## config.mk

```make
export PLATFORM = sky130hd
export DESIGN_NAME = usb_rx_nrzi_unstuff_flat
export DESIGN_NICKNAME = d
export VERILOG_FILES = /design/src/rtl/usb_rx_nrzi_unstuff_if.sv /design/src/rtl/usb_rx_nrzi_unstuff.sv /design/src/flat_wrapper.sv
export SDC_FILE = /design/constraint.sdc
export NUM_CORES = 1
export LEC_CHECK = 0
export CORE_UTILIZATION = 37
export DETAILED_ROUTE_END_ITERATION = 8
export PLACE_DENSITY = 0.69
export SYNTH_ARGS = -nofsm -noshare
export SYNTH_HDL_FRONTEND = slang
export SYNTH_SLANG_ARGS = --single-unit
```

## constraint.sdc

```tcl
create_clock -name clk -period 1.5 [get_ports clk]
set_clock_uncertainty 0.05 [all_clocks]
set_input_delay 0.15 -clock clk [delete_from_list [all_inputs] [get_ports clk]]
set_output_delay 0.15 -clock clk [all_outputs]
set_load 0.01 [all_outputs]
```

## src/rtl/usb_rx_nrzi_unstuff_if.sv

```systemverilog
// Bit-level receive bus between the USB line sampler and the NRZI/unstuff front end.
// The master side drives the line and the strobes; the slave side returns the assembled words and error flags.
interface usb_rx_nrzi_unstuff_if #(
    parameter int DATA_WIDTH = 8
);
    logic                  dplus_sync;
    logic                  shift_enable;
    logic                  eop;
    logic                  rx_clear;
    logic                  d_bit;
    logic [DATA_WIDTH-1:0] rx_data;
    logic                  rx_valid;
    logic                  stuff_err;
    logic                  align_err;

    modport master (
        output dplus_sync, shift_enable, eop, rx_clear,
        input  d_bit, rx_data, rx_valid, stuff_err, align_err
    );

    modport slave (
        input  dplus_sync, shift_enable, eop, rx_clear,
        output d_bit, rx_data, rx_valid, stuff_err, align_err
    );
endinterface

```

## src/rtl/usb_rx_nrzi_unstuff.sv

```systemverilog
// USB receive front end: NRZI decode, bit-unstuffing, and LSB-first word assembly.
// It flags bit-stuff violations and packets that end partway through a word.
module usb_rx_nrzi_unstuff #(
    parameter int   DATA_WIDTH = 8,
    parameter int   STUFF_LEN  = 6,
    parameter logic IDLE_LEVEL = 1'b1
) (
    input  logic                clk,
    input  logic                n_rst,
    usb_rx_nrzi_unstuff_if.slave bus
);
    localparam int OW = $clog2(STUFF_LEN + 1);
    localparam int BW = $clog2(DATA_WIDTH);

    typedef enum logic [1:0] {
        ST_IDLE,
        ST_RECV,
        ST_ERROR
    } state_t;

    state_t                state;
    logic                  prev_level;
    logic                  d_bit_q;
    logic [DATA_WIDTH-1:0] shreg;
    logic [DATA_WIDTH-1:0] rx_data_q;
    logic                  rx_valid_q;
    logic                  stuff_err_q;
    logic                  align_err_q;
    logic [OW-1:0]         ones_cnt;
    logic [BW-1:0]         bit_cnt;
    logic                  dec_bit;
    logic [DATA_WIDTH-1:0] next_word;

    // A level that matches the previous one decodes to 1; a transition decodes to 0.
    assign dec_bit   = ~(bus.dplus_sync ^ prev_level);
    assign next_word = {dec_bit, shreg[DATA_WIDTH-1:1]};

    assign bus.d_bit     = d_bit_q;
    assign bus.rx_data   = rx_data_q;
    assign bus.rx_valid  = rx_valid_q;
    assign bus.stuff_err = stuff_err_q;
    assign bus.align_err = align_err_q;

    // NOTE: all state is updated with non-blocking assignments so every branch
    // below sees the pre-edge values of the counters and the shift register.
    always_ff @(posedge clk or negedge n_rst) begin
        if (!n_rst) begin
            state       <= ST_IDLE;
            prev_level  <= IDLE_LEVEL;
            d_bit_q     <= 1'b1;
            shreg       <= '0;
            rx_data_q   <= '0;
            rx_valid_q  <= 1'b0;
            stuff_err_q <= 1'b0;
            align_err_q <= 1'b0;
            ones_cnt    <= '0;
            bit_cnt     <= '0;
        end else begin
            rx_valid_q <= 1'b0;

            if (bus.shift_enable) begin
                if (bus.eop) begin
                    prev_level <= IDLE_LEVEL;
                    d_bit_q    <= 1'b1;
                end else begin
                    prev_level <= bus.dplus_sync;
                    d_bit_q    <= dec_bit;
                end
            end

            if (bus.rx_clear) begin
                state       <= ST_RECV;
                ones_cnt    <= '0;
                bit_cnt     <= '0;
                shreg       <= '0;
                stuff_err_q <= 1'b0;
                align_err_q <= 1'b0;
            end else if (bus.shift_enable && bus.eop) begin
                case (state)
                    ST_RECV: begin
                        if (bit_cnt != '0) align_err_q <= 1'b1;
                        state    <= ST_IDLE;
                        ones_cnt <= '0;
                        bit_cnt  <= '0;
                    end
                    ST_ERROR: state <= ST_IDLE;
                    default:  state <= state;
                endcase
            end else if (bus.shift_enable && state == ST_RECV) begin
                if (ones_cnt == OW'(STUFF_LEN)) begin
                    // After a full run of ones the next bit must be the stuffed 0.
                    if (dec_bit) begin
                        stuff_err_q <= 1'b1;
                        state       <= ST_ERROR;
                    end else begin
                        ones_cnt <= '0;
                    end
                end else begin
                    shreg    <= next_word;
                    ones_cnt <= dec_bit ? ones_cnt + OW'(1) : '0;
                    if (bit_cnt == BW'(DATA_WIDTH - 1)) begin
                        rx_data_q  <= next_word;
                        rx_valid_q <= 1'b1;
                        bit_cnt    <= '0;
                    end else begin
                        bit_cnt <= bit_cnt + BW'(1);
                    end
                end
            end
        end
    end
endmodule

```

## src/flat_wrapper.sv

```systemverilog
// flat-port wrapper written by rule: the top's interface ports become plain ports
module usb_rx_nrzi_unstuff_flat 
#(
    parameter int   DATA_WIDTH = 8,
    parameter int   STUFF_LEN  = 6,
    parameter logic IDLE_LEVEL = 1'b1
)
  (clk, n_rst, bus_dplus_sync, bus_shift_enable, bus_eop, bus_rx_clear, bus_d_bit, bus_rx_data, bus_rx_valid, bus_stuff_err, bus_align_err);
  usb_rx_nrzi_unstuff_if #(.DATA_WIDTH(DATA_WIDTH)) bus_i ();
  input  logic clk;
  input  logic n_rst;
  input wire logic [$bits(bus_i.dplus_sync)-1:0] bus_dplus_sync;
  input wire logic [$bits(bus_i.shift_enable)-1:0] bus_shift_enable;
  input wire logic [$bits(bus_i.eop)-1:0] bus_eop;
  input wire logic [$bits(bus_i.rx_clear)-1:0] bus_rx_clear;
  output wire logic [$bits(bus_i.d_bit)-1:0] bus_d_bit;
  output wire logic [$bits(bus_i.rx_data)-1:0] bus_rx_data;
  output wire logic [$bits(bus_i.rx_valid)-1:0] bus_rx_valid;
  output wire logic [$bits(bus_i.stuff_err)-1:0] bus_stuff_err;
  output wire logic [$bits(bus_i.align_err)-1:0] bus_align_err;
  assign bus_i.dplus_sync = bus_dplus_sync;
  assign bus_i.shift_enable = bus_shift_enable;
  assign bus_i.eop = bus_eop;
  assign bus_i.rx_clear = bus_rx_clear;
  assign bus_d_bit = bus_i.d_bit;
  assign bus_rx_data = bus_i.rx_data;
  assign bus_rx_valid = bus_i.rx_valid;
  assign bus_stuff_err = bus_i.stuff_err;
  assign bus_align_err = bus_i.align_err;
  usb_rx_nrzi_unstuff #(.DATA_WIDTH(DATA_WIDTH), .STUFF_LEN(STUFF_LEN), .IDLE_LEVEL(IDLE_LEVEL)) u_core (.clk(clk), .n_rst(n_rst), .bus(bus_i));
endmodule
```

==> results by group <==
Global route
  • Number of global-route vias before repair: 975
  • Gr usage total: between 10% and 20%
  • Initial antenna violation count: 0
  • First-pass GRT wire length: 4.20 mm
  • Largest net degree at the start of global routing: 29
  • Global route overflow: 0

Synth
  • Seq/Total Area, Yosys: 53.1%
  • Synthesized instance count: 107
  • Mux contribution to synthesized area: 9.63%
  • Synth Area in Compound Gates: 12.3%
  • Cell taking the most area after synthesis: dfrtp_1
  • Register bit count reported by yosys: 28
  • Unique cell type count in the Yosys netlist: 34
  • Synth top area cells: dfrtp_1, ha_1, mux2_2
  • Synth Area in Simple Gates: 13.3%
  • Adder-Cell Fraction of Synth Area: 5.67%
  • Syn_nets: 119
  • Top cell type's share of synthesized area: 49.1%
  • Post-Syn Area: 0.00133 sq mm
  • Synth warnings: 0
  • Xor/xnor share of the synthesized area: 1.23%
  • Main combinational cell family by area after synthesis: simple AND/OR/NAND/NOR gates
  • Mapped Avg Cell Area: 12.4 sq um

Finish
  • N_diodes: 0
  • Final non-filler cell total: 193
  • Fillers: 288
  • Layout cells sized above 1: 36.1%
  • Final #Nets: between 150 and 200
  • Area delta synth->final: 36.4%

Die
  • Core area: 0.00339 sq mm
  • Initial Utilization: 39.1%
  • Die Height: 61.8 um
  • Rows: 21
  • Die width: 61.8 um
  • # IOs: 18
  • Die Footprint: 0.00382 sq mm

Timing
  • Peak Freq: 0.639 GHz
  • Final Setup Violations: 9
  • Hold Vio Cnt, Final: 0
  • Crit path time final: 1.56 ns
  • Worst setup margin: -0.0643 ns
  • RSZ-0062 raised after global routing: yes
  • Final max-slew violation count: 0
  • Slew of the pin with the lowest slew margin: 0.361 ns
  • Slew margin rel.: 75.9%
  • Period utilization: 104%

Drt
  • WL final: 2.63 mm
  • DR vias: roughly 940
  • Post-DRT Antenna Nets: 0
  • DRT Pass-1 Iters: 4
  • Via density: 4.85
  • DRC: 0
  • WL/cell: 13.6 um
  • Initial DRC count: 49

Clock tree
  • CTS tree: built
  • CTS Buffer Depth: 2
  • Worst skew pair latency: around 0.33 ns
  • Clock sinks: 28
  • H-tree depth: 1
  • Worst-path clk slew: ~0.15 ns
  • TritonCTS Buffers: 3
  • Clock Tree Root: clkbuf_4

Setup path
  • Crit path required time: 1.69 ns
  • Element type at the critical path start: register
  • Crit path max fanout: 7
  • Crit. End Element: register
  • Arr. time, crit path: 1.76 ns
  • Worst Path Class, Setup: reg2reg

Run status
  • Status: finished, violations left
  • Failing checks: setup timing

Place
  • Gp weighted congestion: 0.734
  • Worst slack, placed: -0.133 ns
  • Placed cells: 182
  • HPWL after DPL: 1.88 mm
  • PortBufs: 17

Flow run
  • Max Cap Viol: 0

Pwr
  • Max rail drop VDD: about 0.00075 V
  • P per Cell Area: 840 mW/mm^2
  • Leak pwr: 0.00101 uW

Min path
  • Worst Hold Class: in2async
## cell type report
cell class	instances	area (sq um)	area share [%]
clock buffer	3	22.5	1.25
sequential	28	703	38.9
clock inverter	1	30.0	1.66
timing repair buffer	40	370	20.5
multi-input combinational	68	594	32.9
tap	46	57.6	3.19
inverter	7	28.8	1.59
## critical path, stage by stage (launching register included)
cell,delay (ns)
dfrtp_1,0.41
inv_1,0.06
ha_2,0.17
and3b_2,0.23
nand3_4,0.15
inv_4,0.10
mux2_4,0.29
## metal layers
metal	track usage [%]	up-vias	wire, um
li1	-	455	-
met1	18.4	459	1140
met2	26.7	18	1350
met3	4.35	5	105
met4	3.81	0	25
met5	0	-	0
## kinds of logic (layout without fill, tap and decap cells)
logic type,after synthesis,after routing
AND/OR/NAND/NOR,30,30
flip-flops,28,28
AO/OA/AOI/OAI,20,20
multiplexers,11,11
buffers and inverters,11,51
adder cells (fa/ha/maj),6,6
XOR/XNOR,1,1
## final timing paths
check                      depth (start not counted)                    end  slack (ns)             start
max reg2reg                                        6  u_core.bus.rx_data[0]       -0.06   u_core.state[1]
max in group asynchronous                          2      u_core.prev_level        0.97             n_rst
min in group clk                                   3      u_core.prev_level        0.40    bus_dplus_sync
min reg2reg                                        2       u_core.bus.d_bit        0.46  u_core.bus.d_bit
max                                                6  u_core.bus.rx_data[0]       -0.06   u_core.state[1]
min                                                2  u_core.bus.rx_data[5]        0.12             n_rst
## synth_stat cells
master     instances
a31o_2             1
nor2b_1            2
mux2i_1            3
buf_6              2
ha_1               6
nand3_4            1
dfstp_2            2
a21bo_2            1
buf_4              1
and3b_1            1
nand3b_1           3
o2bb2ai_1          1
mux2_4             2
o21a_1             1
nor2_1             6
nor3b_1            1
nand2_1            6
a21oi_2            2
a21oi_1            5
inv_4              1
inv_1              6
dfrtp_1           26
a31oi_1            1
nand4_1            3
and2_4             1
a32o_1             1
xnor2_2            1
a21oi_4            1
and2_1             1
nand2b_1           3
a22o_1             6
mux2_2             6
nand3_1            2
buf_2              1
## repair_timing
action / in CTS / in global routing
resized for setup: 4 / 15
endpoints found under the hold margin: 0 / 0
gates cloned: 0 / 0
buffers inserted: 3 / 4
hold buffers: 0 / 0
endpoints found under the setup margin: 17 / 31
pin swaps: 1 / 4
## cell usage in the layout (no fill, tap or decap)
cell             count
dfrtp_1             26
buf_4               22
dlymetal6s2s_1      10
inv_1                6
nand2_1              6
mux2_2               6
nor2_1               6
a22o_1               6
clkdlybuf4s50_1      6
nand4_1              3
nand3b_1             3
nand2b_1             3
a21oi_1              3
a21oi_2              3
mux2i_1              3
ha_1                 3
clkbuf_4             3
a21oi_4              2
nor2b_1              2
nand3_1              2
and2_4               2
mux2_4               2
ha_2                 2
dfstp_2              2
and3b_2              1
nand3_4              1
inv_4                1
xnor2_2              1
nor3b_1              1
a31o_2               1
a31oi_1              1
o21a_1               1
o2bb2ai_1            1
a32o_1               1
a21bo_2              1
ha_4                 1
bufinv_16            1
dlygate4sd2_1        1
buf_6                1
## stage by stage
step | utilization (%) | cell area (sq um) | hold WS (ns) | total power (uW) | setup TNS [ns]
floorplan | - | 1340 | -0.196 | 917 | 0
global placement | 48.6 | 1650 | 0.427 | 1010 | -0.806
detailed placement | 48.6 | 1650 | 0.451 | 1020 | -1.11
CTS | 51.0 | 1730 | 0.127 | 1520 | -0.416
global route | 53.3 | 1810 | 0.144 | 1600 | -0.764
finish | 53.3 | 1810 | 0.125 | 1520 | -0.246
## power breakdown
part | switching [uW] | internal (uW)
sequential | 15.2 | 782
combinational | 106 | 113
clock | 229 | 271
## flip-flops by register name, indices dropped and copies added, names as in the netlist
name	cells
u_core.bus.stuff_err	1
u_core.bit_cnt	3
u_core.ones_cnt	3
u_core.bus.d_bit	1
u_core.bus.rx_valid	1
u_core.bus.rx_data	8
u_core.shreg	7
u_core.state	2
u_core.bus.align_err	1
u_core.prev_level	1
(Power assumes the default switching activity.)
